$ cat config.mk
export PLATFORM = sky130hd
export DESIGN_NAME = max6675_temp_sensor
export DESIGN_NICKNAME = d
export VERILOG_FILES = /design/src/rtl/max6675_temp_sensor.sv
export SDC_FILE = /design/constraint.sdc
export NUM_CORES = 1
export LEC_CHECK = 0
export ABC_AREA = 1
export CAP_MARGIN = 10
export CORE_MARGIN = 2
export CORE_UTILIZATION = 45
export DETAILED_ROUTE_END_ITERATION = 16
export MAX_ROUTING_LAYER = met4
export PLACE_DENSITY = 0.72
export SETUP_SLACK_MARGIN = 0.5
export SLEW_MARGIN = 25
export SYNTH_ARGS = -nofsm -noshare
export SYNTH_HDL_FRONTEND = slang
export SYNTH_SLANG_ARGS = --single-unit
export TNS_END_PERCENT = 20
$ cat constraint.sdc
create_clock -name i_clk -period 5.29 [get_ports i_clk]
set_clock_uncertainty 0.1 [all_clocks]
set_input_delay 0.529 -clock i_clk [delete_from_list [all_inputs] [get_ports i_clk]]
set_output_delay 0.529 -clock i_clk [all_outputs]
set_load 0.005 [all_outputs]
$ cat src/rtl/max6675_temp_sensor.sv
// SPI master that periodically reads the 16-bit conversion word from a MAX6675.
// Optional MAX6675_FAST_START_EN: the first WAIT after reset lasts one clock.
`timescale 1ns/1ps
module max6675_temp_sensor #(
    parameter int unsigned SCK_HALF_CYCLES  = 13,
    parameter int unsigned CONV_WAIT_CYCLES = 22_000_000,
    parameter int unsigned FRAME_BITS       = 16
) (
    input  logic                  i_clk,
    input  logic                  i_reset,
    output logic [FRAME_BITS-1:0] o_data,
    output logic                  o_CS,
    output logic                  o_SPI_CLk,
    input  logic                  i_SPI_MISO
);

    localparam int unsigned WAIT_W = $clog2(CONV_WAIT_CYCLES + 1);
    localparam int unsigned HALF_W = $clog2(SCK_HALF_CYCLES + 1);
    localparam int unsigned EDGE_W = $clog2(2 * FRAME_BITS + 1);

    localparam logic [WAIT_W-1:0] WAIT_LAST = WAIT_W'(CONV_WAIT_CYCLES - 1);
    localparam logic [HALF_W-1:0] HALF_LAST = HALF_W'(SCK_HALF_CYCLES - 1);
    localparam logic [EDGE_W-1:0] EDGE_LAST = EDGE_W'(2 * FRAME_BITS - 1);

    typedef enum logic [1:0] {
        ST_WAIT,
        ST_CS_SETUP,
        ST_SHIFT,
        ST_DONE
    } state_t;

    state_t                state, next_state;
    logic [WAIT_W-1:0]     wait_cnt;
    logic [HALF_W-1:0]     half_cnt;
    logic [EDGE_W-1:0]     edge_cnt;
    logic [FRAME_BITS-1:0] shreg;
    logic [1:0]            miso_sync;
    logic                  wait_done, half_done, last_edge;

    assign half_done = (half_cnt == HALF_LAST);
    assign last_edge = (edge_cnt == EDGE_LAST);

`ifdef MAX6675_FAST_START_EN
    logic first_wait;

    always_ff @(posedge i_clk or posedge i_reset) begin
        if (i_reset)
            first_wait <= 1'b1;
        else if (state == ST_WAIT)
            first_wait <= 1'b0;
    end

    assign wait_done = first_wait || (wait_cnt == WAIT_LAST);
`else
    assign wait_done = (wait_cnt == WAIT_LAST);
`endif

    always_ff @(posedge i_clk or posedge i_reset) begin
        if (i_reset)
            miso_sync <= '0;
        else
            miso_sync <= {miso_sync[0], i_SPI_MISO};
    end

    always_ff @(posedge i_clk or posedge i_reset) begin
        if (i_reset)
            state <= ST_WAIT;
        else
            state <= next_state;
    end

    always_comb begin
        next_state = state;
        case (state)
            ST_WAIT:     if (wait_done) next_state = ST_CS_SETUP;
            ST_CS_SETUP: if (half_done) next_state = ST_SHIFT;
            ST_SHIFT:    if (half_done && last_edge) next_state = ST_DONE;
            ST_DONE:     next_state = ST_WAIT;
            default:     next_state = ST_WAIT;
        endcase
    end

    // The CS_SETUP->SHIFT transition doubles as the first SCK rising edge,
    // so every low->high toggle (and only those) captures a MISO bit.
    always_ff @(posedge i_clk or posedge i_reset) begin
        if (i_reset) begin
            o_CS      <= 1'b1;
            o_SPI_CLk <= 1'b0;
            o_data    <= '0;
            shreg     <= '0;
            wait_cnt  <= '0;
            half_cnt  <= '0;
            edge_cnt  <= '0;
        end else begin
            o_CS     <= !((next_state == ST_CS_SETUP) || (next_state == ST_SHIFT));
            wait_cnt <= (state == ST_WAIT && !wait_done) ? wait_cnt + WAIT_W'(1) : '0;

            if (state == ST_CS_SETUP || state == ST_SHIFT)
                half_cnt <= half_done ? '0 : half_cnt + HALF_W'(1);
            else
                half_cnt <= '0;

            case (state)
                ST_CS_SETUP: begin
                    if (half_done) begin
                        o_SPI_CLk <= 1'b1;
                        shreg     <= {shreg[FRAME_BITS-2:0], miso_sync[1]};
                    end
                end
                ST_SHIFT: begin
                    if (half_done) begin
                        if (last_edge) begin
                            edge_cnt  <= '0;
                            o_SPI_CLk <= 1'b0;
                        end else begin
                            edge_cnt  <= edge_cnt + EDGE_W'(1);
                            o_SPI_CLk <= !o_SPI_CLk;
                            if (!o_SPI_CLk)
                                shreg <= {shreg[FRAME_BITS-2:0], miso_sync[1]};
                        end
                    end
                end
                ST_DONE: begin
                    o_data    <= shreg;
                    edge_cnt  <= '0;
                    o_SPI_CLk <= 1'b0;
                end
                default: o_SPI_CLk <= 1'b0;
            endcase
        end
    end

endmodule

Word-level counts from Yosys, hierarchy flattened
Index checks and enable logic that the tools add are counted.

operators by class
  add/subtract/negate cells = 3
  equality and inequality tests = 12
  mux-type cells = 19
  reduce and logical (&&, ||, !) cells = 13

operator list
  cell                                                 count
  2-to-1 mux 16 bit                                    4
  one-hot mux 16 bit (2 select lines)                  1
  adder 25 x 1 -> 25 bit, second input constant        1
  equality test 25 bit, second input constant          1
  2-to-1 mux 25 bit                                    1
  2-to-1 mux 6 bit                                     2
  one-hot mux 6 bit (2 select lines)                   1
  2-to-1 mux 4 bit                                     2
  != test 2 bit, second input constant                 4
  one-hot mux 2 bit (4 select lines)                   1
  adder 6 x 1 -> 6 bit, second input constant          1
  equality test 2 bit, second input constant           3
  equality test 6 x 5 -> 1 bit, second input constant  1
  2-to-1 mux 2 bit                                     3
  AND reduction 5 bit                                  1
  adder 4 x 1 -> 4 bit, second input constant          1
  equality test 2 x 1 -> 1 bit, second input constant  2
  equality test 4 bit, second input constant           1
  AND reduction 2 bit                                  2
  nonzero test 2 bit                                   2
  zero test 1 bit                                      3
  2-to-1 mux 1 bit                                     3
  logical AND 1 bit                                    2
  zero test 2 bit                                      1
  2 further kinds                                      3

storage, ports and cells
  flip-flop bits (word level) = 73
  input port bits = 3
  output and inout port bits = 18
  word-level logic and storage cells = 56

Depth between registers and ports, before layout
  word-level depth = 7
  depth in mapped cells = 11
  mapped depth without buffers = 11

Worst setup path before layout
No wires, ideal clock.

  path kind = reg2reg
  start point = register state[0]
  end point = register shreg[10]
  library setup time = 0.117 ns
  arrival time = 1.511 ns
  data required time = 5.073 ns
  setup slack = 3.562 ns
  stages on the path, launching flop included = 9
  buffers on the path = 1
  clock period less this slack = 1.728 ns
  cell sequence = dfrtp_1 -> inv_1 -> ha_1 -> nand3_4 -> o21ai_4 -> nand2_4 -> buf_12 -> nand2_2 -> o21ai_2

on the way
  word-level cells in the longest chain between the ends = 3
  elaborated cells on any way between the ends = 9
  classes of those cells = eq/ne (6); mux (1); reduce/logical (2)

ends and longest elaborated chain
  item                                                                  line  RTL
  start: declaration                                                    32    state_t state, next_state;
  start signal: assignment                                              69    state <= next_state;
  equality test 2 bit or equality test 2 x 1 -> 1 bit (tied branches)   103   case (state)
  != test 2 bit (no source line) or nonzero test 2 bit (tied branches)  --
  AND reduction 5 bit (no source line)                                  --
  end signal: assignment                                                107   shreg <= {shreg[FRAME_BITS-2:0], miso_sync[1]};
  end signal: assignment                                                119   shreg <= {shreg[FRAME_BITS-2:0], miso_sync[1]};
  end: declaration                                                      36    logic [FRAME_BITS-1:0] shreg;

Several ways; a longest one is shown, not always the timed one.
A chain may end at the register's enable or synchronous reset.

Final worst setup path
  start point = register state[0]
  end point = register shreg[14]

Same word-level chain as after synthesis.

==> metrics.cfg <==
[status]
status = finished clean

[layout]
drive_gt1_share_pct = 11.4
nets = 479
areaGrowthSynthToFinish_pct = 13.3
fill_cells = 745
postLayoutCoreUtil_pct = 53.3
antenna_cells = 0

[floorplan]
core_um2 = 7810
start_util_pct = 47.0
pin_count = 21
die_y_um = 94.3
die_x_um = 94.3
num_rows = 32
die-area_um2 = 8890

[timing]
tns_ns = 0
setup_viol = 0
tightestPinTransition_ns = 0.775
slew_headroom_pct = 48.3
max_freq_ghz = 0.428
rsz0062_at_grt = false
drv_slew = 0
final-hold-violation-count = 0
min_period_ns = 2.34
min_period_over_period_pct = 44.2

[critical_path]
arrival_ns = 2.46
r2r_cells = 6
cpMaxStageDelayCell = o21ai_1
critical_path.max_stage_delay_ns = 0.67
cp_cell_sequence = inv_1, ha_1, o21ai_1, nand2_4, nand2_1, o21ai_2
cp_max_fo = 24
critPathKind = flip-flop to flip-flop
critPathRequiredTime_ns = 5.41
worstSetupEndpointType = flip-flop
start_kind = flip-flop

[logic_synthesis]
netlist_area_um2 = 3670
syn_inst = 443
ys_seq_area_share_pct = 49.8
synth_seq_cells = 73
avgSynthCellArea_um2 = 8.28
synth_fp_nets = 455
synth_cell_type_count = 35
yosysWarnings = 0

[route]
drc = 0
drt_wl_total_um = 6820
drt.antenna.violating_nets = 0
dr.pass1.iters = 4
routed_via_density = 4.86
routedWlPerCell_um = 11.9
drt_iter0_markers = 123
vias = 2787

[clock_tree]
cts_buffers = 9
cts.sinks = 73
cts_setup_buffers = 0
htree_num_levels = 3
tritoncts = built
ctsResizeCount = 0
root_buffer = clkbuf_8
clockBufferDepth = 2
clkSlewWorstSetupHoldPaths_ns = 0.08
clock_latency_ns = 0.35
hold_buffers = 0

[global_routing]
grt_pass1_wl_um = 12200
antenna_found_initial = 0
grt_pass1_vias = 2723
grt_overflow_total = 0
grt_max_degree = 39
grt.total_usage_pct = 17.9

[worst_hold_path]
min_delay_path_depth = 0
hold_path_class = flip-flop to flip-flop

[place]
port_buffers = 20
post-dp-hpwl_um = 4850
gp_congestion = 0.913

[power]
leakagePower_uw = 0.00196
vdd_drop_max_v = 0.000162
finalPower_uw = 1060
powerDensity_nw_per_um2 = 256

[job]
maxCapViolCount = 0

cells in the final DEF (no fill, tap or decap):
cell	count
a21oi_1	9
buf_4	1
bufinv_16	2
clkbuf_8	10
clkdlybuf4s50_1	20
clkinv_1	1
clkinv_2	1
clkinv_4	3
dfrtp_1	72
dfstp_2	1
ha_1	9
inv_1	46
inv_2	4
nand2_1	129
nand2_2	10
nand2_4	2
nand3_1	22
nand3_2	2
nand3_4	1
nand3b_1	2
nand4_1	5
nor2_1	56
nor2_2	5
nor2_4	1
nor3_1	8
nor3b_1	5
o211ai_1	1
o21ai_0	16
o21ai_1	2
o21ai_2	9
o21ai_4	1
o21bai_1	1
o22ai_1	2
or2_2	1
xnor2_1	2
xor2_1	10
registers in the layout, indices dropped and copies added (netlist names), 2 cells and up:
name / cells
half_cnt: 4
state: 2
edge_cnt: 6
wait_cnt: 25
miso_sync: 2
shreg: 16
o_data: 16
worst max-delay path, delay by kind of cell (launching register included):
| kind | cells | cell delay (ns) |
|---|---|---|
| compound gates | 2 | 0.73 |
| fa+ha+maj | 1 | 0.35 |
| buf+inv | 1 | 0.13 |
| flops | 1 | 0.41 |
| simple gates | 2 | 0.50 |
worst paths after layout:
path                                   start      endpoint  slack (ns)
worst min register to register  miso_sync[0]  miso_sync[1]        0.28
worst max-delay path                state[0]     shreg[14]        2.95
worst min-delay path            miso_sync[0]  miso_sync[1]        0.28
min in group asynchronous            i_reset     o_data[3]        0.53
worst max register to register      state[0]     shreg[14]        2.95
max in group asynchronous            i_reset     shreg[14]        3.61
synthesized netlist by cell type:
| cell | number | area [um^2] |
|---|---|---|
| o21bai_1 | 1 | 7.51 |
| nand2_4 | 2 | 22.5 |
| o22ai_1 | 2 | 12.5 |
| nor3b_1 | 5 | 37.5 |
| xnor2_1 | 2 | 17.5 |
| o211ai_1 | 1 | 7.51 |
| buf_12 | 1 | 20.0 |
| dfrtp_1 | 72 | 1800 |
| o21ai_2 | 9 | 78.8 |
| nand3_2 | 2 | 20.0 |
| o21ai_0 | 16 | 80.1 |
| buf_6 | 2 | 22.5 |
| nor2_1 | 56 | 210 |
| buf_2 | 2 | 10.0 |
| o21ai_4 | 1 | 16.3 |
| nand2_2 | 10 | 62.6 |
| nor2_4 | 1 | 11.3 |
| ha_1 | 9 | 113 |
| dfstp_2 | 1 | 26.3 |
| nand3_1 | 22 | 110 |
| nand2_1 | 129 | 484 |
| buf_8 | 1 | 15.0 |
| inv_1 | 47 | 176 |
| a21oi_1 | 9 | 45.0 |
| or2_2 | 1 | 6.26 |
| inv_2 | 3 | 11.3 |
| nor2_2 | 5 | 31.3 |
| nand3_4 | 1 | 17.5 |
| nand4_1 | 5 | 31.3 |
| nand3b_1 | 2 | 15.0 |
| clkinv_1 | 1 | 3.75 |
| o21ai_1 | 2 | 10.0 |
| xor2_1 | 10 | 87.6 |
| nor3_1 | 8 | 40.0 |
| clkbuf_1 | 2 | 7.51 |
stage by stage:
stage | area [um^2] | std cells | hold WS (ns) | worst slack (ns)
3_3_place_gp | 3930 | 558 | 0.268 | 3.06
3_5_place_dp | 3930 | 558 | 0.278 | 2.98
5_1_grt | 4160 | 574 | 0.297 | 2.71
2_1_floorplan | 3670 | 443 | 0.231 | 2.81
6_report | 4160 | 574 | 0.279 | 2.95
4_1_cts | 4160 | 574 | 0.298 | 2.96
power by group:
part	leakage, uW	internal [uW]	switching, uW
clock	0.000116	280	213
combinational	0.000842	1.81	10.5
sequential	0.000998	558	0.280
total	0.00196	840	223
layout make-up:
type	instances	area, um^2	share of cell area [%]
clock buffers	10	138	3.31
repair buffers	21	208	4.99
well taps	102	128	3.07
clock inverters	6	91.3	2.20
multi-input cells	311	1580	37.9
inverters	51	191	4.60
flip-flops and latches	73	1830	44.0
kinds of logic after synthesis:
family,count (synthesis),synth area share [%]
AOI/OAI and AO/OA,41,7.02
xor gates and xnor gates,12,2.86
adders and majority gates,9,3.07
buffers and inverters,59,7.26
DFF,73,49.8
and+or+nand+nor,249,30.0
layer usage:
layer	GRT usage, %	routed length, um	part of all wire (%)
met1	23.7	3380	50
met2	27.4	3150	46
met3	3.05	186	2.7
met4	7.25	104	1.5
met5	-	0	0
Note: power is estimated with default switching activity, not from simulation.
